==> src/rtl/demux14_pkg.sv <==
// Shared constants and state type for the round-robin demux dispatch sequencer.
package demux14_pkg;

  localparam int unsigned NUM_CH = 4;
  localparam int unsigned SEL_W  = 2;

  typedef enum logic [1:0] {
    IDLE  = 2'd0,
    SCAN  = 2'd1,
    DRIVE = 2'd2
  } sched_state_t;

endpackage

==> src/rtl/rr_pick4.sv <==
// Combinational rotating-priority picker: first ready channel at or after ptr.
module rr_pick4
  import demux14_pkg::*;
(
  input  logic [NUM_CH-1:0] rdy,
  input  logic [SEL_W-1:0]  ptr,
  output logic              found,
  output logic [SEL_W-1:0]  idx
);

  logic [SEL_W-1:0] w_cand;

  // Walk from farthest to nearest so the channel closest to ptr wins.
  always_comb begin
    found  = 1'b0;
    idx    = ptr;
    w_cand = ptr;
    for (int i = NUM_CH - 1; i >= 0; i--) begin
      w_cand = ptr + SEL_W'(i);
      if (rdy[w_cand]) begin
        found = 1'b1;
        idx   = w_cand;
      end
    end
  end

endmodule

==> src/rtl/demux14_rr_sched.sv <==
// Round-robin dispatch sequencer driving the in/s0/s1 lines of a 1:4 demux.
module demux14_rr_sched
  import demux14_pkg::*;
#(
  parameter int unsigned HOLD_CYCLES = 1,
  parameter int unsigned CNT_W       = 8
) (
  input  logic             clk,
  input  logic             rst,
  input  logic             din,
  input  logic             din_valid,
  output logic             din_ready,
  input  logic             rdy0,
  input  logic             rdy1,
  input  logic             rdy2,
  input  logic             rdy3,
  output logic             in,
  output logic             s0,
  output logic             s1,
  output logic             ch_valid,
  output logic [CNT_W-1:0] dispatch_cnt
);

  localparam logic [7:0] HOLD_INIT = 8'(HOLD_CYCLES - 1);

  sched_state_t     r_state, w_state_next;
  logic             r_data, w_data_next;
  logic [SEL_W-1:0] r_ptr, w_ptr_next;
  logic [SEL_W-1:0] r_sel, w_sel_next;
  logic [7:0]       r_hold, w_hold_next;
  logic [CNT_W-1:0] r_cnt, w_cnt_next;
  logic             r_in, w_in_next;
  logic             r_ch_valid, w_ch_valid_next;

  logic             w_found;
  logic [SEL_W-1:0] w_idx;

  rr_pick4 u_pick (
    .rdy   ({rdy3, rdy2, rdy1, rdy0}),
    .ptr   (r_ptr),
    .found (w_found),
    .idx   (w_idx)
  );

  always_comb begin
    w_state_next    = r_state;
    w_data_next     = r_data;
    w_ptr_next      = r_ptr;
    w_sel_next      = r_sel;
    w_hold_next     = r_hold;
    w_cnt_next      = r_cnt;
    w_in_next       = r_in;
    w_ch_valid_next = r_ch_valid;
    unique case (r_state)
      IDLE: begin
        if (din_valid) begin
          w_data_next  = din;
          w_state_next = SCAN;
        end
      end
      SCAN: begin
        if (w_found) begin
          w_sel_next      = w_idx;
          w_hold_next     = HOLD_INIT;
          w_in_next       = r_data;
          w_ch_valid_next = 1'b1;
          w_state_next    = DRIVE;
        end
      end
      DRIVE: begin
        if (r_hold == 8'd0) begin
          w_ptr_next      = r_sel + SEL_W'(1);
          w_cnt_next      = r_cnt + CNT_W'(1);
          w_in_next       = 1'b0;
          w_ch_valid_next = 1'b0;
          w_state_next    = IDLE;
        end else begin
          w_hold_next = r_hold - 8'd1;
        end
      end
      default: begin
        w_in_next       = 1'b0;
        w_ch_valid_next = 1'b0;
        w_state_next    = IDLE;
      end
    endcase
  end

  always_ff @(posedge clk or posedge rst) begin
    if (rst) begin
      r_state    <= IDLE;
      r_data     <= 1'b0;
      r_ptr      <= '0;
      r_sel      <= '0;
      r_hold     <= 8'd0;
      r_cnt      <= '0;
      r_in       <= 1'b0;
      r_ch_valid <= 1'b0;
    end else begin
      r_state    <= w_state_next;
      r_data     <= w_data_next;
      r_ptr      <= w_ptr_next;
      r_sel      <= w_sel_next;
      r_hold     <= w_hold_next;
      r_cnt      <= w_cnt_next;
      r_in       <= w_in_next;
      r_ch_valid <= w_ch_valid_next;
    end
  end

  // Select lines come straight from r_sel, which only changes when entering DRIVE.
  assign din_ready    = (r_state == IDLE);
  assign in           = r_in;
  assign s0           = r_sel[0];
  assign s1           = r_sel[1];
  assign ch_valid     = r_ch_valid;
  assign dispatch_cnt = r_cnt;

endmodule
==> config.mk <==
export PLATFORM = sky130hd
export DESIGN_NAME = demux14_rr_sched
export DESIGN_NICKNAME = d
export VERILOG_FILES = /design/src/rtl/demux14_pkg.sv /design/src/rtl/rr_pick4.sv /design/src/rtl/demux14_rr_sched.sv
export SDC_FILE = /design/constraint.sdc
export NUM_CORES = 1
export LEC_CHECK = 0
export CAP_MARGIN = 15
export CORE_MARGIN = 3
export CORE_UTILIZATION = 38
export DETAILED_ROUTE_END_ITERATION = 8
export GPL_TIMING_DRIVEN = 1
export PLACE_DENSITY_LB_ADDON = 0.08
export SLEW_MARGIN = 25
export SYNTH_ARGS = -nofsm -noshare
export SYNTH_HDL_FRONTEND = slang
export SYNTH_SLANG_ARGS = --single-unit
==> constraint.sdc <==
create_clock -name clk -period 2.5 [get_ports clk]
set_input_delay 0.375 -clock clk [delete_from_list [all_inputs] [get_ports clk]]
set_output_delay 0.375 -clock clk [all_outputs]
set_load 0.1 [all_outputs]
==> run metrics <==
synth-to-layout area growth 18.51%; Clock Path Buffers 2; Hold-fix buffers, CTS 0; Synth Area in Simple Gates 0.2109; status finished, final reports clean; Crit path buffers/inverters 1; Finished Core Util 0.4890; Hold Vio Cnt, Final 0; cell internal pwr 911.1 uW; clock tree sinks 25; Top Layer Used met4; DRC viols 0; CP Max Fanout 6; setup_tns 0 ps; router iterations before antenna repair 4; largest family of logic cells by synthesized area simple AND/OR/NAND/NOR gates; PwrDens 1255 nW/um2; vias post-DR 989; power consumption 1951 uW; wire per inst 13.37 um; Core Rows 20; leak pwr 0.0006742 uW; compound-gate portion of the synthesized area 0.1450; syn_nets 136; Worst-path clk slew 140 ps; vias in the first global route 981; combinational power share 0.527; top_reg_cell synth dfrtp_1; post_cts resized 0; Place WS 374.8 ps; Synth Cell Area 1311 um2; Post-synth ARST share 1.000; CTS Root Buffer Type clkbuf_4; Post-Route WL 2.540 mm; Yosys Warn Count 0; Antenna Cells 0; width of the die 64.74 um; Peak Freq 460.5 MHz; global-route total usage across every layer 0.1382; Worst Path Required 2740 ps; CTS tree done; first-pass GRT wire length 4.464 mm; routed wl met2 1.202 mm; slowest cell on the critical path or4b_1; crit end category flop; number of synthesized flops with an enable pin 0; mux contribution to synthesized area 0.04771; routability cong. 0.8340; commonest non-fill, non-tap cell in the layout dfrtp_1; clock share of power 0.096; Post-DRT Antenna Nets 0; Detailed Place HPWL 1.839 mm; insertion delay to the later sink of the worst-skew pair 330 ps; count of cell types in the netlist 38; cts bufs inserted 3; WHS 367.8 ps; Filler cells 294; relative slew slack 0.6158; slowest stage delay, CP 640 ps; Slew Limit Fails 0; CP top delay family simple AND/OR/NAND/NOR gates; met3 WL 90 um; switching portion of total power 0.5330; Adder-Cell Fraction of Synth Area 0.02863; Post-CTS Setup Repair Bufs 0; via density per instance 5.205; Period Utilization, post-route 0.8686; Synth Area in XOR/XNOR 0.05344; CP startpoint kind flop; worst hold path class primary input to asynchronous set/reset pin; largest net degree at the start of global routing 26; critical path arrival 2410 ps; Starting Density 0.4126; gr ovfl total 0; port bufs 20; core footprint 3178 um2; Syn Area/Cell 10.49 um2; M1 WL 1.197 mm; Setup Skew 7.054 ps; net switching power 1040 uW; floorplan die height 64.74 um; MaxCap Viol Count 0; most frequent cells in the layout dfrtp_1 (25), buf_4 (15), nand2_1 (9), nor2_1 (8); peak supply drop 0.5501 mV; worst slew pin tran 571.0 ps; Seq/Total Area, Yosys 0.4771; critical path class flop to flop; DIE AREA 4191 um2; post-route setup slack 328.4 ps; share of cells above drive strength 1 0.1781; Post-Syn Instances 125; DRT iter0 DRCs 24; Yosys reg bits 25; H-Tree Depth 1; min Tclk post-route 2172 ps; crit path cell chain inv_1 -> ha_1 -> or4b_1 -> nor4_1 -> o211ai_1 -> o31ai_1; fin nets 158; Reg power frac 0.377; RSZ-0062 raised after global routing false; IO Pins 21; initial antenna violation count 0; final setup violation count 0
state kept, by name, summed over array words and instances (netlist names):
signal        count
r_data            1
dispatch_cnt      8
r_sel             2
r_ptr             2
r_state           2
ch_valid          1
in                1
r_hold            8
logic make-up after synthesis:
group,count (synthesis)
AOI/OAI and AO/OA,25
xor gates and xnor gates,8
adders and majority gates,3
buffers and inverters,12
DFF,25
muxes,6
and+or+nand+nor,46
power by group through the flow:
stage | sequential, uW | clock, uW | combinational (uW)
after floorplan | 974 | 0 | 571
after global placement | 736 | 0 | 1020
after detailed placement | 740 | 0 | 1030
after CTS | 734 | 195 | 1040
after global routing | 760 | 217 | 1110
final | 736 | 187 | 1030
worst paths after layout:
path,slack [ps],startpoint,to,depth (start not counted)
max,330,r_hold[0]$_DFFE_PP0P_,r_hold[5]$_DFFE_PP0P_,6
min,370,rst,dispatch_cnt[6]$_DFFE_PP0P_,3
max reg2reg,330,r_hold[0]$_DFFE_PP0P_,r_hold[5]$_DFFE_PP0P_,6
min reg2reg,480,dispatch_cnt[7]$_DFFE_PP0P_,dispatch_cnt[7]$_DFFE_PP0P_,1
max in group asynchronous,1880,rst,r_state[1]$_DFFE_PP0P_,3
min in group clk,480,dispatch_cnt[7]$_DFFE_PP0P_,dispatch_cnt[7]$_DFFE_PP0P_,1
final cells by class:
| class | instances | area (um2) | share of cell area |
|---|---|---|---|
| timing repair buffer | 22 | 182.7 | 0.1176 |
| clock buffer | 3 | 22.52 | 0.01449 |
| clock inverter | 1 | 5.005 | 0.003221 |
| multi-input combinational | 88 | 636.9 | 0.4098 |
| inverter | 7 | 26.28 | 0.01691 |
| sequential | 25 | 625.6 | 0.4026 |
| tap | 44 | 55.05 | 0.03543 |
worst reg2reg max path, delay by kind of cell (launching register included):
kind	cells	cell delay, ps
compound gates	2	230
simple gates	2	1150
buf+inv	1	100
fa+ha+maj	1	170
flops	1	440
synthesized netlist by cell type (2+ instances only):
master	number	area [um2]
mux2i_1	4	40.04
nor2_1	8	30.03
nand4_1	2	12.51
xnor2_1	6	52.55
nand2b_1	3	18.77
ha_1	3	37.54
inv_1	7	26.28
buf_2	3	15.01
nor2b_1	4	25.02
o21ai_0	5	25.02
o31ai_1	4	30.03
nand3_1	7	35.03
or3_1	2	12.51
nand2_1	9	33.78
a21oi_1	6	30.03
dfrtp_1	25	625.6
or4b_1	2	20.02
o211ai_1	2	15.01
clkbuf_1	2	7.510
nor4_1	2	12.51
xor2_1	2	17.52
stage by stage:
stage | cells | instance area (um2)
floorplan | 125 | 1311
global placement | 186 | 1526
detailed placement | 186 | 1526
CTS | 190 | 1554
global route | 190 | 1554
finish | 190 | 1554
per-layer routing:
metal / vias to the layer above / GRT usage
li1: 488 / -
met4: 0 / 0.06332
met1: 479 / 0.1714
met2: 18 / 0.2312
met3: 4 / 0.02600
met5: - / 0
No activity file was read; power rests on OpenSTA's default activity.
